$ cat src/rtl/kypd_scanner.sv
// Pmod KYPD 4x4 keypad scanner: drives one column low at a time, samples the
// synchronized rows, debounces whole-keypad scans and emits press/release events.
module kypd_scanner #(
    parameter int SCAN_CYCLES    = 100000,
    parameter int DEBOUNCE_SCANS = 4
) (
    input  logic       clk_100,
    input  logic       reset,
    input  logic [3:0] row_in,
    output logic [3:0] col_out,
    output logic [3:0] key_code,
    output logic       key_down,
    output logic       key_press,
    output logic       key_release
);
    localparam int DW = $clog2(SCAN_CYCLES);
    localparam int SW = $clog2(DEBOUNCE_SCANS + 1);
    localparam logic [DW-1:0] LAST_DWELL = DW'(SCAN_CYCLES - 1);
    localparam logic [SW-1:0] STABLE_MAX = SW'(DEBOUNCE_SCANS);

    logic [3:0]    row_meta_q;
    logic [3:0]    row_sync_q;
    logic [1:0]    col_idx_q;
    logic [DW-1:0] dwell_q;
    logic [1:0]    hit_cnt_q,   hit_cnt_d;
    logic [3:0]    cand_q,      cand_d;
    logic          prev_valid_q, prev_valid_d;
    logic [3:0]    prev_code_q, prev_code_d;
    logic [SW-1:0] stable_q,    stable_d;
    logic [3:0]    key_code_q,  key_code_d;
    logic          key_down_q,  key_down_d;
    logic          key_press_q, key_press_d;
    logic          key_release_q, key_release_d;

    logic [3:0] row_hit;
    logic [2:0] n_low;
    logic [1:0] hit_row;
    logic [2:0] hit_sum;
    logic [1:0] hit_acc;
    logic [3:0] cand_acc;
    logic       sample;
    logic       end_scan;
    logic       scan_valid;
    logic [3:0] scan_code;
    logic       same_result;
    logic       update;

    function automatic logic [3:0] key_map(input logic [1:0] r, input logic [1:0] c);
        logic [3:0] code;
        case ({r, c})
            4'h0: code = 4'h1;
            4'h1: code = 4'h2;
            4'h2: code = 4'h3;
            4'h3: code = 4'hA;
            4'h4: code = 4'h4;
            4'h5: code = 4'h5;
            4'h6: code = 4'h6;
            4'h7: code = 4'hB;
            4'h8: code = 4'h7;
            4'h9: code = 4'h8;
            4'hA: code = 4'h9;
            4'hB: code = 4'hC;
            4'hC: code = 4'h0;
            4'hD: code = 4'hF;
            4'hE: code = 4'hE;
            default: code = 4'hD;
        endcase
        return code;
    endfunction

    genvar gi;
    generate
        for (gi = 0; gi < 4; gi++) begin : g_line
            assign col_out[gi] = (col_idx_q != 2'(gi));
            assign row_hit[gi] = ~row_sync_q[gi];
        end
    endgenerate

    always_comb begin
        n_low   = '0;
        hit_row = '0;
        for (int i = 3; i >= 0; i--) begin
            if (row_hit[i]) begin
                hit_row = 2'(i);
            end
            n_low = n_low + {2'b00, row_hit[i]};
        end
    end

    // Accumulated view of the scan including the column being sampled now.
    assign hit_sum    = {1'b0, hit_cnt_q} + n_low;
    assign hit_acc    = (hit_sum >= 3'd2) ? 2'd2 : hit_sum[1:0];
    assign cand_acc   = (n_low != 3'd0) ? key_map(hit_row, col_idx_q) : cand_q;
    assign sample     = (dwell_q == LAST_DWELL);
    assign end_scan   = sample && (col_idx_q == 2'd3);
    assign scan_valid = (hit_acc == 2'd1);
    assign scan_code  = scan_valid ? cand_acc : 4'h0;
    assign same_result = (scan_valid == prev_valid_q) && (scan_code == prev_code_q);

    always_comb begin
        hit_cnt_d    = hit_cnt_q;
        cand_d       = cand_q;
        prev_valid_d = prev_valid_q;
        prev_code_d  = prev_code_q;
        stable_d     = stable_q;
        if (sample) begin
            hit_cnt_d = end_scan ? 2'd0 : hit_acc;
            cand_d    = end_scan ? 4'h0 : cand_acc;
        end
        if (end_scan) begin
            prev_valid_d = scan_valid;
            prev_code_d  = scan_code;
            if (!same_result) begin
                stable_d = SW'(1);
            end else if (stable_q != STABLE_MAX) begin
                stable_d = stable_q + SW'(1);
            end
        end
    end

    assign update = end_scan && (stable_d == STABLE_MAX);

    always_comb begin
        key_code_d    = key_code_q;
        key_down_d    = key_down_q;
        key_press_d   = 1'b0;
        key_release_d = 1'b0;
        if (update) begin
            if (scan_valid) begin
                // A different key replacing a held one releases the old and presses the new.
                if (!key_down_q || (scan_code != key_code_q)) begin
                    key_press_d   = 1'b1;
                    key_release_d = key_down_q;
                end
                key_code_d = scan_code;
                key_down_d = 1'b1;
            end else if (key_down_q) begin
                key_down_d    = 1'b0;
                key_release_d = 1'b1;
            end
        end
    end

    always_ff @(posedge clk_100) begin
        if (reset) begin
            row_meta_q    <= 4'b1111;
            row_sync_q    <= 4'b1111;
            col_idx_q     <= 2'd0;
            dwell_q       <= '0;
            hit_cnt_q     <= 2'd0;
            cand_q        <= 4'h0;
            prev_valid_q  <= 1'b0;
            prev_code_q   <= 4'h0;
            stable_q      <= '0;
            key_code_q    <= 4'h0;
            key_down_q    <= 1'b0;
            key_press_q   <= 1'b0;
            key_release_q <= 1'b0;
        end else begin
            row_meta_q    <= row_in;
            row_sync_q    <= row_meta_q;
            if (sample) begin
                dwell_q   <= '0;
                col_idx_q <= col_idx_q + 2'd1;
            end else begin
                dwell_q   <= dwell_q + DW'(1);
            end
            hit_cnt_q     <= hit_cnt_d;
            cand_q        <= cand_d;
            prev_valid_q  <= prev_valid_d;
            prev_code_q   <= prev_code_d;
            stable_q      <= stable_d;
            key_code_q    <= key_code_d;
            key_down_q    <= key_down_d;
            key_press_q   <= key_press_d;
            key_release_q <= key_release_d;
        end
    end

    assign key_code    = key_code_q;
    assign key_down    = key_down_q;
    assign key_press   = key_press_q;
    assign key_release = key_release_q;

endmodule

$ cat config.mk
export PLATFORM = sky130hd
export DESIGN_NAME = kypd_scanner
export DESIGN_NICKNAME = d
export VERILOG_FILES = /design/src/rtl/kypd_scanner.sv
export SDC_FILE = /design/constraint.sdc
export NUM_CORES = 1
export LEC_CHECK = 0
export CAP_MARGIN = 20
export CORE_ASPECT_RATIO = 1.2
export CORE_UTILIZATION = 53
export CTS_CLUSTER_SIZE = 30
export DETAILED_ROUTE_END_ITERATION = 7
export HOLD_SLACK_MARGIN = 0.08
export MAX_ROUTING_LAYER = met4
export PLACE_DENSITY = 0.86
export SYNTH_ARGS = -nofsm -noshare
export SYNTH_HDL_FRONTEND = slang
export SYNTH_SLANG_ARGS = --single-unit
$ cat constraint.sdc
create_clock -name clk_100 -period 3.61 [get_ports clk_100]
set_clock_uncertainty 0.2 [all_clocks]
set_input_delay 0.722 -clock clk_100 [delete_from_list [all_inputs] [get_ports clk_100]]
set_output_delay 0.722 -clock clk_100 [all_outputs]
set_load 0.01 [all_outputs]
[After elaboration in Yosys (flattened, before gate mapping)]
Memory sizes are Yosys's and may differ from the RTL's.
Cells that the tools add are included.
Cells by class
  reduce and logical (&&, ||, !) cells: 11
  eq/ne operators: 11
  bitwise logic cells: 6
  $add $sub $neg: 7
  multipliers: 0
  muxes and demuxes: 17
  shift-type cells: 0
  $lt $le $gt $ge: 1
  divide/modulo/power cells: 0
Operator list (count)
  adder 17 x 1 -> 17 bit (second input constant): 1
  == test 17 bit (second input constant): 1
  two-way mux 2 bit: 6
  two-way mux 4 bit: 3
  two-way mux 3 bit: 3
  inverter 1 bit: 6
  two-way mux 1 bit: 5
  == test 4 bit: 1
  != test 2 bit (second input constant): 2
  != test 4 bit: 1
  OR reduction 2 bit: 2
  adder 2 x 1 -> 3 bit: 1
  adder 2 x 3 -> 3 bit: 1
  adder 3 x 1 -> 3 bit: 1
  adder 3 x 1 -> 3 bit (second input constant): 1
  == test 3 bit (second input constant): 1
  >= comparator 3 x 2 -> 1 bit (second input constant): 1
  logical AND 1 bit: 3
  != test 3 bit (second input constant): 1
  nonzero test 3 bit: 1
  OR reduction 3 bit: 1
  adder 1 x 1 -> 2 bit: 1
  adder 2 x 1 -> 2 bit (second input constant): 1
  == test 2 x 1 -> 1 bit (second input constant): 1
  other kinds (7): 7
Word-level totals
  bits of input ports: 6
  latch bits: 0
  word-level logic and storage cells: 67
  ROM bits: 64
  RAM bits: 0
  register bits: 48
  memories: 1
Memory list
  (no name shown): depth 16, bits a word 4, read ports 1, clocked after Yosys merged registers in 0, wr ports 0, line 50  | case ({r, c})

[Logic depth before layout (Yosys ltp)]
Gate-level depths: netlist (run 1).
  depth after elaboration: 17
  gate-level depth with buffers: 15
  mapped depth without buffers: 12

[Worst setup path before layout (run 1)]
No wires, ideal clock.
  path kind: reg2reg
  from: register row_sync_q[1]
  to: register key_code_q[3], in the netlist key_code[3]
  required time: 3340 ps
  library setup time: 70 ps
  arrival: 3588 ps
  clock period less this slack: 3858 ps
  path buffers: 2
  path slack: -248 ps
  cell stages (with the launch flop): 15
  cells stage by stage: dfxtp_1 -> buf_2 -> inv_1 -> fa_1 -> ha_1 -> ha_1 -> fa_1 -> nor2b_1 -> and2_1 -> buf_6 -> and4_1 -> o31ai_4 -> o311ai_2 -> or4_1 -> a21oi_1
On the way
  word-level cells in the longest chain between the ends: 15
RTL lines
  from (decl): line 22  | logic [3:0] row_sync_q;
  from (signal assigned): line 161  | row_sync_q <= row_meta_q;
  inverter 1 bit: line 75  | assign row_hit[gi] = ~row_sync_q[gi];
  adder 2 x 1 -> 3 bit: line 86  | n_low = n_low + {2'b00, row_hit[i]};
  adder 3 x 1 -> 3 bit: line 86
  adder 2 x 3 -> 3 bit: line 91  | assign hit_sum = {1'b0, hit_cnt_q} + n_low;
  >= comparator 3 x 2 -> 1 bit: line 92  | assign hit_acc = (hit_sum >= 3'd2) ? 2'd2 : hit_sum[1:0];
  two-way mux 2 bit: line 92
  == test 2 x 1 -> 1 bit: line 96  | assign scan_valid = (hit_acc == 2'd1);
  two-way mux 4 bit: line 97  | assign scan_code = scan_valid ? cand_acc : 4'h0;
  == test 4 bit: line 98  | assign same_result = (scan_valid == prev_valid_q) && (scan_code == prev_code_q);
  logical AND 1 bit: line 98
  two-way mux 3 bit: line 113  | if (!same_result) begin
  two-way mux 3 bit: line 110  | if (end_scan) begin
  == test 3 bit: line 121  | assign update = end_scan && (stable_d == STABLE_MAX);
  logical AND 1 bit: line 121
  AND reduction 2 bit (no source line)
  to (signal assigned): line 173  | key_code_q <= key_code_d;
  to (decl): line 30  | logic [3:0] key_code_q, key_code_d;
Parallel ways exist; a longest one is shown, timed or not.
A chain may end at the register's enable or synchronous reset.

[Final worst setup path (run 1)]
  from: register row_sync_q[3]
  to: register key_code_q[3], in the netlist key_code[3]
On the way
  word-level cells in the longest chain between the ends: 16
RTL lines (line)
  inverter 1 bit: 75
  adder 1 x 1 -> 2 bit: 86
  adder 2 x 1 -> 3 bit: 86
  adder 3 x 1 -> 3 bit: 86
  adder 2 x 3 -> 3 bit: 91
  >= comparator 3 x 2 -> 1 bit: 92
  two-way mux 2 bit: 92
  == test 2 x 1 -> 1 bit: 96
  two-way mux 4 bit: 97
  == test 4 bit: 98
  logical AND 1 bit: 98
  two-way mux 3 bit: 113
  two-way mux 3 bit: 110
  == test 3 bit: 121
  logical AND 1 bit: 121
  AND reduction 2 bit (no source line)
Parallel ways exist; a longest one is shown, timed or not.

==> metrics, run 1 <==
status=completed; Required @ worst endpoint=3.65 ns; Max Fanout on Critical Path=6; Initial Util=a little under three fifths; GRT Util Overall=24.8%; CP Launch Type=register; number of fill cells=396; Synth Instances=~300; cell area power density=345 nW/um^2; H-Tree Depth=2; Final Util=66.7%; flops & latches, synth=48; Post-Syn Area per Cell=between 8 and 9 um^2; Slew @ Worst Pin=around 0.6 ns; peak supply drop=~0.23 mV; via count=2,275; f_max=279 MHz; CTS Buf Count=5; Skew-Pair Late Insertion Delay=0.31 ns; fraction of registers with async set or reset after synthesis=0%; IO Count=17; Post-synth EDFFs=0; Layout area overhead=20.0%; critical path arrival=3.63 ns; post-route minimum period=3.59 ns; WHS=0.222 ns; P_leak=1.06 nW; CP Capture Type=register; initial DRC count=133; hpwl dp=just over 4000 um; Port Buf Inserts=16; grt ovf=0; initial antenna violation count=0; Rows=27; Final nets=around 350; synth unique cells=57; Clock transition at path regs=0.09 ns; total power=around 1.1 mW; share of cells above drive strength 1=between 20 and 25%; Die Wd=between 60 and 70 um; top cells by area, synth=dfxtp_1 (38%), ha_1 (5.4%), nor2_1 (4.3%); Hold Crit Start=row_meta_q[0]; Clock Sinks=48; Max-Cap Viols=0; CP max stage delay=0.54 ns; CP top delay family=adder cells; vias per cell=5.88; Final setup viols=0; highest-count cells in the layout ignoring fill and taps=dfxtp_1 (46), nor2_1 (28), nand2_1 (26); RSZ-0062 raised after global routing=true; n_diodes=0; period utilisation layout=approximately 99%; CTS tree=built; Fin. Hold Viols=0; clock tree buffer depth=2; Worst Setup SP=row_sync_q[3]; hold buffers post-CTS=0; Final ANT Viol Nets=0; core area=4590 um^2; number of global-route vias before repair=between 2,000 and 2,500; Hold Path Class=register to register; Final GP Congestion=1.01; residual DRC count=0; final WL=5840 um; leading cell type in the layout, fill and taps excluded=dfxtp_1; CTS root buffer=clkbuf_8; first-pass GRT wire length=9590 um; filler-free cell count of the finished design=387; Main synth FF type=dfxtp_1; Detailed Routing Iterations Pass 1=5; Die Y=78.1 um; worst flop-to-flop path startpoint=row_sync_q[3]; die area=5100 um^2; area leader, netlist=dfxtp_1; Synth warnings=0; Buf+Inv Stages, Crit Path=1; pin count of the biggest net entering global routing=23; fin. max-slew vios=0; Slew headroom=60.0%; critical-path cell list=inv_1, fa_1, ha_4, ha_4, fa_1, nor2b_2, and2_4, nand3_1, mux2i_2, o21ai_2, or4_4, a21oi_2; Yosys top cell area share=37.6%; post-synthesis sequential area ratio=between 30% and 40%; syn_nets=318; critical path class=register to register; Post-Place Cells=377; Post-Route Setup TNS=0 ns; CP max stage cell=or4_4; Avg WL per Cell=15.1 um; Post-Syn Area=between 2000 and 3000 um^2
area by class of cell:
class	instances	area, um^2	share of cell area, %
Clock buffer	6	72.6	2.37
Sequential cell	48	963	31.4
Tap cell	58	72.6	2.37
Inverter	19	71.3	2.33
Timing Repair Buffer	33	288	9.38
Multi-Input combinational cell	221	1580	51.6
Clock inverter	2	16.3	0.530
kinds of logic (layout without fill, tap and decap cells):
group | count (synthesis) | in the layout | synth area share, %
AO/OA/AOI/OAI | 59 | 59 | 16.5
XOR/XNOR | 18 | 18 | 6.17
adder cells (fa/ha/maj) | 13 | 13 | 6.95
buffers and inverters | 30 | 60 | 4.85
flip-flops | 48 | 48 | 37.6
multiplexers | 3 | 3 | 1.22
AND/OR/NAND/NOR | 128 | 128 | 26.7
metrics by stage:
step | instance area (um^2) | setup WS, ns
detailed placement | 2890 | -0.0626
finish | 3070 | 0.0214
global placement | 2890 | 0.0584
global route | 3070 | -0.0815
CTS | 3030 | 0.0173
floorplan | 2600 | -0.0199
metal layers:
metal	track usage, %	wire [um]
met5	-	0
met4	11.1	85
met3	4.51	237
met2	42.1	3030
met1	27.9	2480
power by group:
group          total (mW)  internal (mW)  switching [mW]
combinational       0.193         0.0844           0.109
clock               0.323          0.138           0.185
sequential          0.541          0.536         0.00451
flip-flops by register name (all words and copies together) (netlist names):
register      flops
key_code          4
prev_valid_q      1
hit_cnt_q         2
row_sync_q        4
key_release       1
dwell_q          17
key_down          1
cand_q            4
row_meta_q        4
prev_code_q       4
stable_q          3
key_press         1
col_idx_q         2
worst paths after layout:
kind	to	slack [ns]	cells past startpoint
worst max-delay path	key_code[3]	0.02	12
worst min-delay path	row_sync_q[0]	0.22	1
worst max register to register	key_code[3]	0.02	12
worst min register to register	row_sync_q[0]	0.22	1
what timing repair did:
item,CTS,global route
pin swaps,7,2
resized for setup,8,9
setup endpoints to repair,6,8
setup buffers,2,0
Yosys cell counts (2+ instances only):
library cell,instances
o22ai_1,2
buf_2,3
nor2_1,29
inv_1,18
nor4_1,3
and2_1,2
mux2i_1,2
a31oi_1,4
nand3b_1,2
o31a_1,2
nor3_1,5
nand2_1,26
nand2b_1,2
or2_2,12
a21oi_1,17
o21ai_0,9
nand4_1,6
xnor2_1,8
a211oi_1,2
o31ai_1,3
and4_1,3
dfxtp_1,48
nand4b_1,5
ha_1,11
or3_1,5
xor2_1,10
nor2b_1,3
clkbuf_1,6
o211ai_1,5
fa_1,2
nand3_1,14
o31ai_2,2
nor3b_1,4
Power figures use the tool's default switching activity.
==> run 2, diff against run 1 <==
--- a/config.mk
+++ b/config.mk
@@ -10,6 +10,7 @@
 export CORE_UTILIZATION = 53
 export CTS_CLUSTER_SIZE = 30
 export DETAILED_ROUTE_END_ITERATION = 7
+export GPL_ROUTABILITY_DRIVEN = 0
 export HOLD_SLACK_MARGIN = 0.08
 export MAX_ROUTING_LAYER = met4
 export PLACE_DENSITY = 0.86
==> results of run 2 <==
No change in the layout: final DEF, timing and power equal those of run 1.
==> run 3, diff against run 2 <==
--- a/config.mk
+++ b/config.mk
@@ -5,6 +5,7 @@
 export SDC_FILE = /design/constraint.sdc
 export NUM_CORES = 1
 export LEC_CHECK = 0
+export ABC_AREA = 1
 export CAP_MARGIN = 20
 export CORE_ASPECT_RATIO = 1.2
 export CORE_UTILIZATION = 53
==> run 3 against run 2 <==
  * The flow now finishes with violations (setup timing)
  * Count of clock-buffer cells in the layout is the same
  * Total power grew 3.4%
  * Synthesized area is 1.5% higher
  * Flip-flop and latch count stayed put
  * Clock power is 17% higher
  * Sequential share of layout area down 0.28 points
  * Utilization is 0.11 points higher
  * Critical path type unchanged
  * Largest power group unchanged
  * Highest routed layer unchanged
==> metrics, run 3 <==
Post-synth EDFFs=0; Layout area overhead=19.4%; Hold Path Class=register to register; P_leak=1.27 nW; Synth warnings=0; first-pass GRT wire length=9150 um; Clock transition at path regs=0.08 ns; WHS=around 0.21 ns; highest-count cells in the layout ignoring fill and taps=nand2_1 (60), inv_1 (58), dfxtp_1 (46); share of cells above drive strength 1=18.9%; Max Fanout on Critical Path=8; Fin. Hold Viols=0; die area=5180 um^2; Die Y=between 70 and 80 um; Slew headroom=66.6%; CP max stage cell=fa_1; total power=1.09 mW; H-Tree Depth=2; Clk pwr share=roughly a third; vias per cell=5.19; number of fill cells=383; grt ovf=0; pin count of the biggest net entering global routing=17; Slew @ Worst Pin=0.501 ns; Yosys top cell area share=around 37%; Post-Syn Area=around 2600 um^2; Port Buf Inserts=16; area leader, netlist=dfxtp_1; Rows=27; final WL=between 5000 and 6000 um; Buf+Inv Stages, Crit Path=2; fin. max-slew vios=0; residual DRC count=0; Final ANT Viol Nets=0; IO Count=17; CP top delay family=adder cells; Final nets=405; CTS root buffer=clkbuf_8; Detailed Routing Iterations Pass 1=4; via count=~2,300; Sw Ratio=25.9%; failing checks=setup timing; post-route minimum period=between 3 and 4 ns; Net Switching=0.284 mW; CP Capture Type=register; cell area power density=353 nW/um^2; post-synthesis sequential area ratio=37.1%; Synth top cells by count=nand2_1 (64), inv_1 (59), dfxtp_1 (48), nor2_1 (28), nand3_1 (23); flops & latches, synth=48; top cells by area, synth=dfxtp_1 (37%), nand2_1 (9.3%), inv_1 (8.5%); clock tree buffer depth=2; Avg WL per Cell=12.2 um; max reg flops=17; Final Util=around 67%; leading cell type in the layout, fill and taps excluded=nand2_1; f_max=around 280 MHz; hpwl dp=4010 um; Initial Util=56.0%; peak supply drop=0.220 mV; RSZ-0062 raised after global routing=true; n_diodes=0; Setup WS pre-CTS=-0.149 ns; number of global-route vias before repair=2,172; Comb pwr share=16.0%; initial antenna violation count=0; worst setup margin=-0.00170 ns; status=complete, but fails checks; Required @ worst endpoint=3.61 ns; syn_nets=374; Main synth FF type=dfxtp_1; initial DRC count=about 120; Post-Syn Area per Cell=7.30 um^2; hold buffers post-CTS=0; Skew-Pair Late Insertion Delay=0.30 ns; most frequent cell on the critical path=nand2_2; Int Pwr=0.809 mW; most frequent cell after synthesis=nand2_1; critical path class=register to register; GRT Util Overall=23.9%; critical-path cell list=inv_2, fa_1, ha_4, ha_4, fa_1, nand3b_4, nor2_4, buf_6, nand3_4, nand2_2, nand2_2, nor2_2, nand2_2, nor2_4, nand4_4, nor2_8, nand3_1, nand2_1, nor2_1; Max-Cap Viols=0; CTS tree=built; synth unique cells=33; period utilisation layout=100%; Clock Sinks=48; Most flops, register=dwell_q; CP max stage delay=0.58 ns; critical path arrival=3.61 ns; fraction of registers with async set or reset after synthesis=0%; Final setup viols=1; CP Launch Type=register; Die Wd=65.8 um; CTS Buf Count=5; sequential share of power=about half; Synth Instances=roughly 360; core area=about 4600 um^2
-- run 3: changes by cell type in the layout (fill, tap and decap cells not counted), moves of 6 or more --
cell	delta
a21oi_1	+6
xor2_1	-7
o21ai_0	+8
nand3_1	+7
nor3_1	+6
inv_1	+40
nand2_2	+14
nand2_1	+34
nand3_2	+6
-- run 3: layout make-up --
type,count,area (um^2),area share [%]
clock buffers,6,72.6,2.35
clock inverters,2,35.0,1.13
inverters,62,233,7.52
multi-input cells,239,1450,46.8
flip-flops and latches,48,963,31.1
well taps,58,72.6,2.35
repair buffers,30,269,8.69
-- run 3: kinds of logic (layout without fill, tap and decap cells) --
logic type	Yosys count	in the layout	synth area share (%)
buffers and inverters	68	100	10.2
adder cells (fa/ha/maj)	13	13	6.85
XOR/XNOR	6	6	2.03
flip-flops	48	48	37.1
AO/OA/AOI/OAI	46	46	9.31
AND/OR/NAND/NOR	174	174	34.6
-- run 3: final timing paths --
path                                     from            end  slack (ns)  depth (start not counted)
worst min-delay path            row_meta_q[2]  row_sync_q[2]        0.21                          1
worst max register to register  row_sync_q[3]    key_code[3]      -0.002                         19
worst min register to register  row_meta_q[2]  row_sync_q[2]        0.21                          1
worst max-delay path            row_sync_q[3]    key_code[3]      -0.002                         19
-- run 3: timing repair --
action / 4_1_cts / 5_1_grt
cloned: 0 / 0
buffers inserted: 1 / 2
gates resized for setup: 11 / 5
setup endpoints to repair: 6 / 7
pin swaps: 2 / 3
-- run 3: per-stage QoR --
stage | cells | instance area, um^2 | TNS [ns]
global placement | 434 | 2880 | 0
detailed placement | 434 | 2880 | -0.700
finish | 445 | 3090 | -0.00170
global route | 445 | 3090 | -0.913
CTS | 443 | 3060 | -0.126
floorplan | 355 | 2590 | 0
-- run 3: metal layers --
layer  up-vias  share of wire (%)  track usage (%)  wire [um]
li1       1193                  -                -          -
met4         0                3.0             12.2        165
met2        41                 53             41.1       2860
met5         -                  0                -          0
met1      1062                 41             25.1       2240
met3        14                2.8             5.23        154
-- run 3: power by group through the flow --
stage / registers (mW) / logic [mW] / clock network [mW]
floorplan: 0.552 / 0.113 / 0
global placement: 0.551 / 0.152 / 0
detailed placement: 0.552 / 0.157 / 0
CTS: 0.539 / 0.166 / 0.388
global route: 0.540 / 0.193 / 0.412
finish: 0.539 / 0.175 / 0.379
-- run 3: worst reg2reg max path, cell delays in order, from the launching register on --
cell and delay [ns]:
dfxtp_2 0.34, inv_2 0.04, fa_1 0.58, ha_4 0.22, ha_4 0.16, fa_1 0.44, nand3b_4 0.18, nor2_4 0.21
buf_6 0.14, nand3_4 0.07, nand2_2 0.06, nand2_2 0.06, nor2_2 0.10, nand2_2 0.07, nor2_4 0.11, nand4_4 0.13
nor2_8 0.18, nand3_1 0.10, nand2_1 0.07, nor2_1 0.05
